`src/rtl/prog_loader.sv`:
```
// Program-memory writer: takes a length-prefixed, checksummed byte stream and
// writes WIDTH-bit words into program memory while holding the CPU in reset.
module prog_loader #(
  parameter int WIDTH  = 16,
  parameter int NWORDS = 1024,
  localparam int AW    = $clog2(NWORDS)
) (
  input  logic             clk,
  input  logic             reset,
  input  logic             start,
  input  logic [7:0]       in_data,
  input  logic             in_valid,
  output logic             in_ready,
  output logic             we,
  output logic [AW-1:0]    wa,
  output logic [WIDTH-1:0] wd,
  output logic             cpu_hold,
  output logic             busy,
  output logic             done,
  output logic             err,
  output logic [15:0]      words_loaded
);

  localparam int BPW = WIDTH / 8;
  localparam logic [7:0] BPW_M1 = 8'(BPW - 1);

  typedef enum logic [2:0] {
    S_IDLE, S_LEN_HI, S_LEN_LO, S_DATA, S_CHECK, S_DONE, S_ERR
  } state_t;

  state_t           state_q, state_d;
  logic             in_ready_q, in_ready_d;
  logic             we_q, we_d;
  logic [AW-1:0]    wa_q, wa_d;
  logic [WIDTH-1:0] wd_q, wd_d;
  logic [WIDTH-1:0] asm_q, asm_d;
  logic             hold_q, hold_d;
  logic             busy_q, busy_d;
  logic             done_q, done_d;
  logic             err_q, err_d;
  logic [15:0]      wl_q, wl_d;
  logic [15:0]      len_q, len_d;
  logic [15:0]      wcnt_q, wcnt_d;
  logic [7:0]       bcnt_q, bcnt_d;
  logic [7:0]       csum_q, csum_d;

  logic             xfer;
  logic [15:0]      len_full;
  logic [WIDTH-1:0] asm_shift;
  logic             word_end;
  logic             last_word;

  assign xfer      = in_valid && in_ready_q;
  assign len_full  = {len_q[15:8], in_data};
  assign asm_shift = WIDTH'({asm_q, in_data});
  assign word_end  = (bcnt_q == BPW_M1);
  assign last_word = (wcnt_q == len_q - 16'd1);

  always_ff @(posedge clk or posedge reset) begin
    if (reset) begin
      state_q    <= S_IDLE;
      in_ready_q <= 1'b0;
      we_q       <= 1'b0;
      wa_q       <= '0;
      wd_q       <= '0;
      asm_q      <= '0;
      hold_q     <= 1'b0;
      busy_q     <= 1'b0;
      done_q     <= 1'b0;
      err_q      <= 1'b0;
      wl_q       <= '0;
      len_q      <= '0;
      wcnt_q     <= '0;
      bcnt_q     <= '0;
      csum_q     <= '0;
    end else begin
      state_q    <= state_d;
      in_ready_q <= in_ready_d;
      we_q       <= we_d;
      wa_q       <= wa_d;
      wd_q       <= wd_d;
      asm_q      <= asm_d;
      hold_q     <= hold_d;
      busy_q     <= busy_d;
      done_q     <= done_d;
      err_q      <= err_d;
      wl_q       <= wl_d;
      len_q      <= len_d;
      wcnt_q     <= wcnt_d;
      bcnt_q     <= bcnt_d;
      csum_q     <= csum_d;
    end
  end

  always_comb begin
    state_d = state_q;
    case (state_q)
      S_IDLE:   if (start) state_d = S_LEN_HI;
      S_LEN_HI: if (xfer) state_d = S_LEN_LO;
      S_LEN_LO: begin
        if (xfer) begin
          if (int'(len_full) > NWORDS) state_d = S_ERR;
          else if (len_full == 16'd0)  state_d = S_CHECK;
          else                         state_d = S_DATA;
        end
      end
      S_DATA:   if (xfer && word_end && last_word) state_d = S_CHECK;
      S_CHECK:  if (xfer) state_d = (in_data == csum_q) ? S_DONE : S_ERR;
      S_DONE:   state_d = S_IDLE;
      S_ERR:    state_d = S_IDLE;
      default:  state_d = S_IDLE;
    endcase
  end

  always_comb begin
    we_d   = 1'b0;
    wa_d   = wa_q;
    wd_d   = wd_q;
    asm_d  = asm_q;
    hold_d = hold_q;
    busy_d = busy_q;
    done_d = done_q;
    err_d  = err_q;
    wl_d   = wl_q;
    len_d  = len_q;
    wcnt_d = wcnt_q;
    bcnt_d = bcnt_q;
    csum_d = csum_q;
    in_ready_d = (state_d == S_LEN_HI) || (state_d == S_LEN_LO) ||
                 (state_d == S_DATA)   || (state_d == S_CHECK);
    // The address and count advance once the write cycle has been presented.
    if (we_q) begin
      wa_d = wa_q + AW'(1);
      wl_d = wl_q + 16'd1;
    end
    case (state_q)
      S_IDLE: begin
        if (start) begin
          done_d = 1'b0;
          err_d  = 1'b0;
          wl_d   = '0;
          csum_d = '0;
          wa_d   = '0;
          len_d  = '0;
          wcnt_d = '0;
          bcnt_d = '0;
          busy_d = 1'b1;
          hold_d = 1'b1;
        end
      end
      S_LEN_HI: if (xfer) len_d[15:8] = in_data;
      S_LEN_LO: begin
        if (xfer) begin
          len_d[7:0] = in_data;
          if (int'(len_full) > NWORDS) begin
            err_d  = 1'b1;
            busy_d = 1'b0;
            hold_d = 1'b0;
          end
        end
      end
      S_DATA: begin
        if (xfer) begin
          csum_d = csum_q + in_data;
          asm_d  = asm_shift;
          if (word_end) begin
            bcnt_d = '0;
            wd_d   = asm_shift;
            we_d   = 1'b1;
            wcnt_d = wcnt_q + 16'd1;
          end else begin
            bcnt_d = bcnt_q + 8'd1;
          end
        end
      end
      S_CHECK: begin
        if (xfer) begin
          done_d = (in_data == csum_q);
          err_d  = (in_data != csum_q);
          busy_d = 1'b0;
          hold_d = 1'b0;
        end
      end
      default: ;
    endcase
  end

  assign in_ready     = in_ready_q;
  assign we           = we_q;
  assign wa           = wa_q;
  assign wd           = wd_q;
  assign cpu_hold     = hold_q;
  assign busy         = busy_q;
  assign done         = done_q;
  assign err          = err_q;
  assign words_loaded = wl_q;

endmodule
```
`config.mk`:
```
export PLATFORM = sky130hd
export DESIGN_NAME = prog_loader
export DESIGN_NICKNAME = d
export VERILOG_FILES = /design/src/rtl/prog_loader.sv
export SDC_FILE = /design/constraint.sdc
export NUM_CORES = 1
export LEC_CHECK = 0
export CAP_MARGIN = 20
export CORE_ASPECT_RATIO = 1.5
export CORE_MARGIN = 8
export CORE_UTILIZATION = 50
export DETAILED_ROUTE_END_ITERATION = 6
export GPL_TIMING_DRIVEN = 0
export PLACE_DENSITY = 0.8
export RECOVER_POWER = 100
export SYNTH_ARGS = -nofsm -noshare
export SYNTH_HDL_FRONTEND = slang
export SYNTH_SLANG_ARGS = --single-unit
```
`constraint.sdc`:
```
create_clock -name clk -period 5.5 [get_ports clk]
set_clock_uncertainty 0.2 [all_clocks]
set_input_delay 1.65 -clock clk [delete_from_list [all_inputs] [get_ports clk]]
set_output_delay 1.65 -clock clk [all_outputs]
set_load 0.01 [all_outputs]
```
==> impl_metrics.yaml, run 1 <==
synth:
  synth-seq-area-share_pct: 47.51
  ys_types: 60
  ys_ff_latch: 106
  synth.top_cell.area_share_pct: 47.51
  synth_top_cells_by_count: "dfrtp_1 (106), nand2_1 (96), nor2_1 (63)"
  syn_area_sq_mm: 0.005583
  yosys.area.top_type: "dfrtp_1"
  synth.area.top_cells: "dfrtp_1 (48%), nand2_1 (6.5%), xnor2_1 (4.7%), xor2_1 (4.4%), nor2_1 (4.2%)"
  synth-edff-count: 0
  synth_flop_cell: "dfrtp_1"
  syn_avg_cell_area_sq_um: 9.352
  synth-warning-count: 0
  synth_cells: 597
  syn_nets: 623
  ys_async_sr_fraction_pct: 100.0
  synth.most_common_cell: "dfrtp_1"
outcome:
  violations: "max-capacitance violations, max-slew violations"
  status: "finished, violations left"
global_routing:
  busiest_layer: "met2"
  grt_max_degree: 56
  use_met3_pct: 4.071
  grtUsageTotal_pct: 18.53
  grt_pass1_wl_mm: 22.01
  grt_pass1_vias: 4627
  globalRoute.totalOverflow: 0
  met2_usage_pct: 33.41
  antenna_found_initial: 0
  grt_use_met1_pct: 20.45
drt:
  ant_nets: 0
  drt_first_pass_iters: 5
  drtIter0Drc: 249
  route.detailed.drc: 0
  viasPerCell: 5.665
  wirelength_mm: 13.48
  via_count: 4645
  routedWlPerCell_microns: 16.44
floorplan:
  die_area_sq_mm: 0.01487
  core-area_sq_mm: 0.01094
  die_h_microns: 145.4
  ios: 60
  initial_core_util_pct: 51.04
  core.rowCount: 47
  die_x_microns: 102.3
clock_network:
  cts_buffers: 9
  ctsHoldBuffers: 0
  clkTransAtPathRegs_ns: 0.07
  htreeDepth: 3
  post-cts-setup-buffers: 0
  ctsResizeCount: 0
  cts_tree: "done"
  clock-sinks: 106
  cts_root_buf: "clkbuf_16"
  cts.path.max_buffers: 2
  clock_latency_ns: 0.34
sta:
  hold_viol: 0
  rsz0062_at_grt: "no"
  worst_pin_slew_ns: 2.299
  setup_violations: 0
  setup_total_negative_slack_ns: 0
  period_needed_ns: 4.503
  clock.fmax_mhz: 222.1
  final.setup.worst_slack_ns: 0.9971
  fin_crit_sh_pct: 81.87
  timing.hold.ws_ns: 0.2816
  drv_slew: 52
  relSlewSlack_pct: -54.13
pwr:
  peakVddDrop_mv: 0.2551
  p_leak_nw: 2.821
  total_power_mw: 2.600
  power.density_mw_per_mm2: 390.2
critical_path:
  slowest_stage: "or4_1"
  path_buf_inv: 1
  crit_path_max_incr_delay_ns: 0.70
  crit_required_ns: 5.57
  worstPathCellList: "dlygate4sd3_1 -> or3b_1 -> a21oi_1 -> o21ai_0 -> or4_1 -> or3_1 -> a21oi_1"
  worstSetupStartpointType: "input pin"
  critPathTopFamily: "simple AND/OR/NAND/NOR gates"
  cp_common_cell: "a21oi_1"
  crit_arrival_ns: 4.57
  cp_max_fo: 6
  worstSetupEndpointType: "flop"
  worstSetupPathType: "in -> reg"
finish:
  area_growth_pct: 19.36
  num_antenna_cells: 0
  nets: 694
  nFillCells: 936
  drive_above_1_share_pct: 6.241
  fin_util_pct: 60.92
flow_run:
  maxCapViolCount: 1
place:
  place_congestion: 0.8881
  port_buffers: 58
  place_ws_ns: 1.065
  hpwl_mm: 9.932
min_path:
  worstHoldPathType: "reg -> reg"
worst paths after layout:
| path | endpoint | startpoint | cells after the start | slack (ns) |
|---|---|---|---|---|
| min in group asynchronous | words_loaded[6] | reset | 2 | 2.17 |
| setup / recovery | wcnt_q[13] | start | 7 | 1.0 |
| hold reg to reg | asm_q[5] | asm_q[5] | 2 | 0.28 |
| max in group asynchronous | csum_q[1] | reset | 2 | 1.87 |
| setup reg to reg | wcnt_q[13] | state_q[0] | 7 | 2.31 |
| hold / removal | asm_q[5] | asm_q[5] | 2 | 0.28 |
metrics by stage:
stage | instances | instance area (sq um)
3_3_place_gp | 802 | 6347
2_1_floorplan | 597 | 5583
3_5_place_dp | 803 | 6377
6_report | 820 | 6664
4_1_cts | 819 | 6678
5_1_grt | 820 | 6664
power by group:
| group | switching [mW] | internal, mW |
|---|---|---|
| clock | 0.289 | 0.358 |
| combinational | 0.408 | 0.417 |
| sequential | 0.166 | 0.962 |
| total | 0.863 | 1.74 |
state kept, by name (all words and copies together), names as in the netlist, 3 cells and up:
register	flops
bcnt_q	8
wd	16
words_loaded	16
asm_q	8
wa	10
csum_q	8
state_q	3
len_q	16
wcnt_q	16
per-layer routing:
layer	wire length, microns	part of all wire [%]
met1	5428	40
met2	7024	52
met3	781	5.8
met4	244	1.8
met5	0	0
layout by cell type, fill, tap and decap left out, types with 3 or more instances in the layout:
cell / instances
nand2_1: 96
nor3_1: 15
or4_1: 7
ha_1: 13
dlygate4sd3_1: 54
clkbuf_16: 9
nand2b_1: 3
nand3_1: 17
mux2_2: 16
xor2_1: 28
nor2_1: 63
inv_1: 11
nor4_1: 8
nor4b_1: 3
dfrtp_1: 106
a21oi_1: 22
a31oi_1: 3
and3_1: 4
clkdlybuf4s50_1: 4
o21ai_0: 45
nand4_1: 19
clkbuf_1: 23
or3_1: 12
o21bai_1: 3
a211oi_1: 5
inv_6: 3
nor2b_1: 3
xnor2_1: 30
kinds of logic (layout without fill, tap and decap cells):
family,count (synthesis),after routing,share of synthesized area (%)
xor gates and xnor gates,58,58,9.099
buffers and inverters,38,114,2.824
muxes,18,18,3.586
adders and majority gates,14,14,3.272
AOI/OAI and AO/OA,101,101,11.21
and+or+nand+nor,262,262,22.50
DFF,106,106,47.51
tightest hold or removal path, cell delays in order, from the launching register on:
cell and delay, ns:
dfrtp_1 0.35, nand2_1 0.05, nand2_1 0.06
layout make-up:
class / instances / area (sq um) / area share [%]
buffer: 26 / 111.4 / 1.671
clock buffer: 10 / 229.0 / 3.436
clock inverter: 6 / 71.32 / 1.070
inverter: 12 / 46.29 / 0.6947
multi-input combinational: 453 / 2754 / 41.33
sequential: 106 / 2653 / 39.80
tap: 147 / 183.9 / 2.760
timing repair buffer: 60 / 615.6 / 9.238
Note: power is estimated with default switching activity, not from simulation.
==> run 2: changes to the inputs <==
- clock period: 5.5 -> 4.2 ns (I/O delays scaled with it)
==> run 2 against run 1 <==
Compared with the run above: combinational power up 31%; hold slack improved by 0.0017 ns; utilization about the same; the run now ends clean; sequential cell count is the same; routed wire length rose by 0.95%; highest routed layer unchanged; critical path depth is the same; via count is 1.2% higher; largest cell class unchanged; power up 34%; non-clock buffer count unchanged; clock-buffer cell count did not move; sequential power increased by 31%; first-iteration DRC count grew 15%.
==> impl_metrics.yaml, run 2 (synthesis results as in run 1) <==
outcome:
  status: "finished, final reports clean"
pwr:
  peakVddDrop_mv: 0.3467
  p_leak_nw: 2.832
  total_power_mw: 3.487
  power.density_mw_per_mm2: 522.9
floorplan:
  ios: 60
  initial_core_util_pct: 51.04
  die_area_sq_mm: 0.01487
  die_h_microns: 145.4
  die_x_microns: 102.3
  core-area_sq_mm: 0.01094
  core.rowCount: 47
drt:
  drtIter0Drc: 286
  routedWlPerCell_microns: 16.59
  route.detailed.drc: 0
  viasPerCell: 5.733
  drt_first_pass_iters: 5
  wirelength_mm: 13.61
  ant_nets: 0
  via_count: 4701
finish:
  finish.instance_area_sq_mm: 0.006669
  area_growth_pct: 19.45
  nets: 694
  drive_above_1_share_pct: 6.389
  layout_common_cells: "dfrtp_1 (106), nand2_1 (96), nor2_1 (63)"
  num_antenna_cells: 0
  layout_commonest_cell: "dfrtp_1"
sta:
  setup_total_negative_slack_ns: 0
  drv_slew: 0
  setup_violations: 0
  period_needed_ns: 3.908
  worst_pin_slew_ns: 1.119
  rsz0062_at_grt: "no"
  hold_viol: 0
  fin_crit_sh_pct: 93.05
  clock.fmax_mhz: 255.9
  relSlewSlack_pct: 24.81
critical_path:
  worstSetupStartpointType: "input pin"
  reg2reg_setup_slack_ns: 1.11
  worstSetupStartpoint: "start"
  worstSetupPathType: "in -> reg"
  crit_arrival_ns: 3.98
  reg2reg_from: "len_q[0]"
  cp_max_fo: 6
  crit_required_ns: 4.27
  worstSetupEndpointType: "flop"
global_routing:
  grt_max_degree: 46
  antenna_found_initial: 0
  grtUsageTotal_pct: 19.08
  grt_pass1_wl_mm: 22.66
  globalRoute.totalOverflow: 0
  grt_pass1_vias: 4730
clock_network:
  clock_latency_ns: 0.35
  cts.path.max_buffers: 2
  post-cts-setup-buffers: 0
  clkTransAtPathRegs_ns: 0.07
  ctsResizeCount: 0
  cts_root_buf: "clkbuf_16"
  cts_tree: "done"
  clock-sinks: 106
  ctsHoldBuffers: 0
  htreeDepth: 3
  cts_buffers: 9
min_path:
  worstHoldPathType: "reg -> reg"
  worstHoldStart: "asm_q[6]"
place:
  place_congestion: 0.9027
  port_buffers: 58
  hpwl_mm: 10.02
  dpl_cell_area_sq_mm: 0.006391
flow_run:
  maxCapViolCount: 0
run 2: cell count changes in the layout (fill, tap and decap cells not counted), sizes merged:
cell	previous run	this run
clkdlybuf4s50	4	3
buf	5	4
clkbuf	33	34
bufinv	1	2
dlygate4sd3	54	55
clkinv	0	1
clkinvlp	3	1
run 2: area by class of cell:
| class | instances | area [sq um] |
|---|---|---|
| Tap cell | 147 | 183.9 |
| Inverter | 12 | 46.29 |
| Timing Repair Buffer | 60 | 590.6 |
| Sequential cell | 106 | 2653 |
| Clock inverter | 6 | 97.59 |
| Fill cell | 933 | 4269 |
| Multi-Input combinational cell | 453 | 2758 |
| Buffer | 26 | 111.4 |
| Clock buffer | 10 | 229.0 |
run 2: layer usage:
| layer | vias up | routed length [microns] | share of wire [%] | GRT usage, % |
|---|---|---|---|---|
| li1 | 2226 | - | - | - |
| met1 | 2279 | 5285 | 39 | 21.08 |
| met2 | 176 | 7102 | 52 | 33.28 |
| met3 | 20 | 946 | 7.0 | 5.220 |
| met4 | 0 | 272 | 2.0 | 7.232 |
| met5 | - | 0 | 0 | 0 |
run 2: power breakdown:
part,internal (mW),leakage [nW],switching [mW]
Combinational,0.546,1.34,0.537
Sequential,1.26,1.33,0.219
Clock,0.533,0.160,0.393
run 2: critical path: stages:
cell,delay (ns)
dlygate4sd3_1,0.56
or3b_1,0.37
a21oi_1,0.45
o21ai_2,0.20
or4_1,0.65
or3_1,0.34
a21oi_1,0.14
run 2: stage by stage:
step,util [%],worst slack (ns),hold WS [ns],cells
final,60.97,0.2920,0.2833,820
after global routing,60.97,0.1468,0.2975,820
after CTS,61.42,0.4581,0.2869,820
after detailed placement,58.43,0.1570,0.2643,804
after global placement,58.06,0.2139,0.2547,802
after floorplan,-,0.8886,0.2417,597
run 2: worst paths after layout:
check,endpoint,depth (start not counted)
min in group asynchronous,wcnt_q[9],2
worst min-delay path,asm_q[6],2
worst max register to register,state_q[1],8
worst max-delay path,wcnt_q[13],7
max in group asynchronous,len_q[1],3
worst min register to register,asm_q[6],2
==> run 3: changes to the inputs <==
- clock period: 4.2 -> 4.45 ns (I/O delays scaled with it)
==> run 3 against run 2 <==
Compared with the run above: combinational power fell by 6%; power fell by 7.8%; first-iteration DRC count fell by 12%; clock power fell by 13%; highest routed layer unchanged; clock-buffer cell count did not move; final area barely moved; largest cell class unchanged; the run now ends with max-capacitance violations, max-slew violations left.
==> impl_metrics.yaml, run 3 (synthesis results as in run 1) <==
sta:
  fin_crit_sh_pct: 89.96
  relSlewSlack_pct: -33.09
  final.setup.worst_slack_ns: 0.4468
  drv_slew: 52
  period_needed_ns: 4.003
  worst_pin_slew_ns: 1.994
  hold_viol: 0
  timing.hold.ws_ns: 0.2812
  clock.fmax_mhz: 249.8
  setup_violations: 0
  rsz0062_at_grt: "no"
pwr:
  total_power_mw: 3.217
  p_leak_nw: 2.826
  peakVddDrop_mv: 0.3146
  power.density_mw_per_mm2: 482.5
place:
  port_buffers: 58
  place_congestion: 0.8881
  placed_cells: 803
  place_ws_ns: 0.3296
  hpwl_mm: 9.932
global_routing:
  globalRoute.totalOverflow: 0
  antenna_found_initial: 0
  grt_pass1_wl_mm: 22.01
  grt_max_degree: 56
  grt_pass1_vias: 4627
  grtUsageTotal_pct: 18.53
drt:
  drt_first_pass_iters: 6
  routedWlPerCell_microns: 16.46
  viasPerCell: 5.650
  wirelength_mm: 13.50
  route.detailed.drc: 0
  ant_nets: 0
  drtIter0Drc: 253
  via_count: 4633
floorplan:
  core-area_sq_mm: 0.01094
  ios: 60
  initial_core_util_pct: 51.04
  die_area_sq_mm: 0.01487
  die_x_microns: 102.3
  core.rowCount: 47
  die_h_microns: 145.4
finish:
  layout_commonest_cell: "dfrtp_1"
  layout.cells.non_filler: 820
  area_growth_pct: 19.41
  drive_above_1_share_pct: 6.241
  fin_util_pct: 60.95
  nets: 694
  layout_common_cells: "dfrtp_1 (106), nand2_1 (96), nor2_1 (63)"
  num_antenna_cells: 0
clock_network:
  cts_buffers: 9
  cts.path.max_buffers: 2
  clkTransAtPathRegs_ns: 0.07
  ctsHoldBuffers: 0
  clock-sinks: 106
  cts_root_buf: "clkbuf_16"
  post-cts-setup-buffers: 0
  clock_latency_ns: 0.34
  ctsResizeCount: 0
  htreeDepth: 3
  cts_tree: "done"
critical_path:
  worstSetupPathType: "in -> reg"
  worstSetupStartpointType: "input pin"
  cp_max_fo: 6
  worstSetupEndpointType: "flop"
  crit_required_ns: 4.52
  crit_arrival_ns: 4.07
outcome:
  violations: "max-capacitance violations, max-slew violations"
  status: "finished, violations left"
flow_run:
  maxCapViolCount: 1
min_path:
  worstHoldPathType: "reg -> reg"
==> run 3: path summary, 6_finish.rpt <==
| path | startpoint | to | slack [ns] | cells past startpoint |
|---|---|---|---|---|
| setup / recovery | start | wcnt_q[13] | 0.45 | 7 |
| hold / removal | asm_q[5] | asm_q[5] | 0.28 | 2 |
| setup reg to reg | len_q[0] | state_q[0] | 1.32 | 8 |
| hold reg to reg | asm_q[5] | asm_q[5] | 0.28 | 2 |
| max in group asynchronous | reset | len_q[0] | 1.01 | 2 |
| min in group asynchronous | reset | words_loaded[6] | 1.88 | 2 |
==> run 3: final cells by class <==
cell class | count | area, sq um
Inverter | 12 | 45.04
Sequential cell | 106 | 2653
Multi-Input combinational cell | 453 | 2758
Tap cell | 147 | 183.9
Clock buffer | 10 | 229.0
Fill cell | 934 | 4272
Timing Repair Buffer | 60 | 615.6
Buffer | 26 | 111.4
Clock inverter | 6 | 71.32
==> run 3: routing by layer <==
| metal | vias up | share of wire [%] | wire (microns) | GRT usage, % |
|---|---|---|---|---|
| met5 | - | 0 | 0 | 0 |
| met4 | 0 | 1.6 | 218 | 6.199 |
| met3 | 18 | 5.9 | 800 | 4.071 |
| met2 | 142 | 52 | 7032 | 33.41 |
| met1 | 2244 | 40 | 5444 | 20.45 |
| li1 | 2229 | - | - | - |
==> run 3: power by group <==
group          switching [mW]  internal, mW
clock                   0.358         0.443
sequential              0.207          1.19
combinational           0.504         0.516
==> run 3: critical path: stages <==
cell	delay, ns
dlygate4sd3_1	0.55
or3b_1	0.37
a21oi_1	0.48
o21ai_2	0.19
or4_1	0.65
or3_1	0.34
a21oi_1	0.14
==> run 3: through the flow <==
stage	setup TNS (ns)	instance area [sq um]
after global placement	-134.15	6347
after CTS	0	6678
after floorplan	0	5583
final	0	6666
after global routing	0	6666
after detailed placement	0	6377
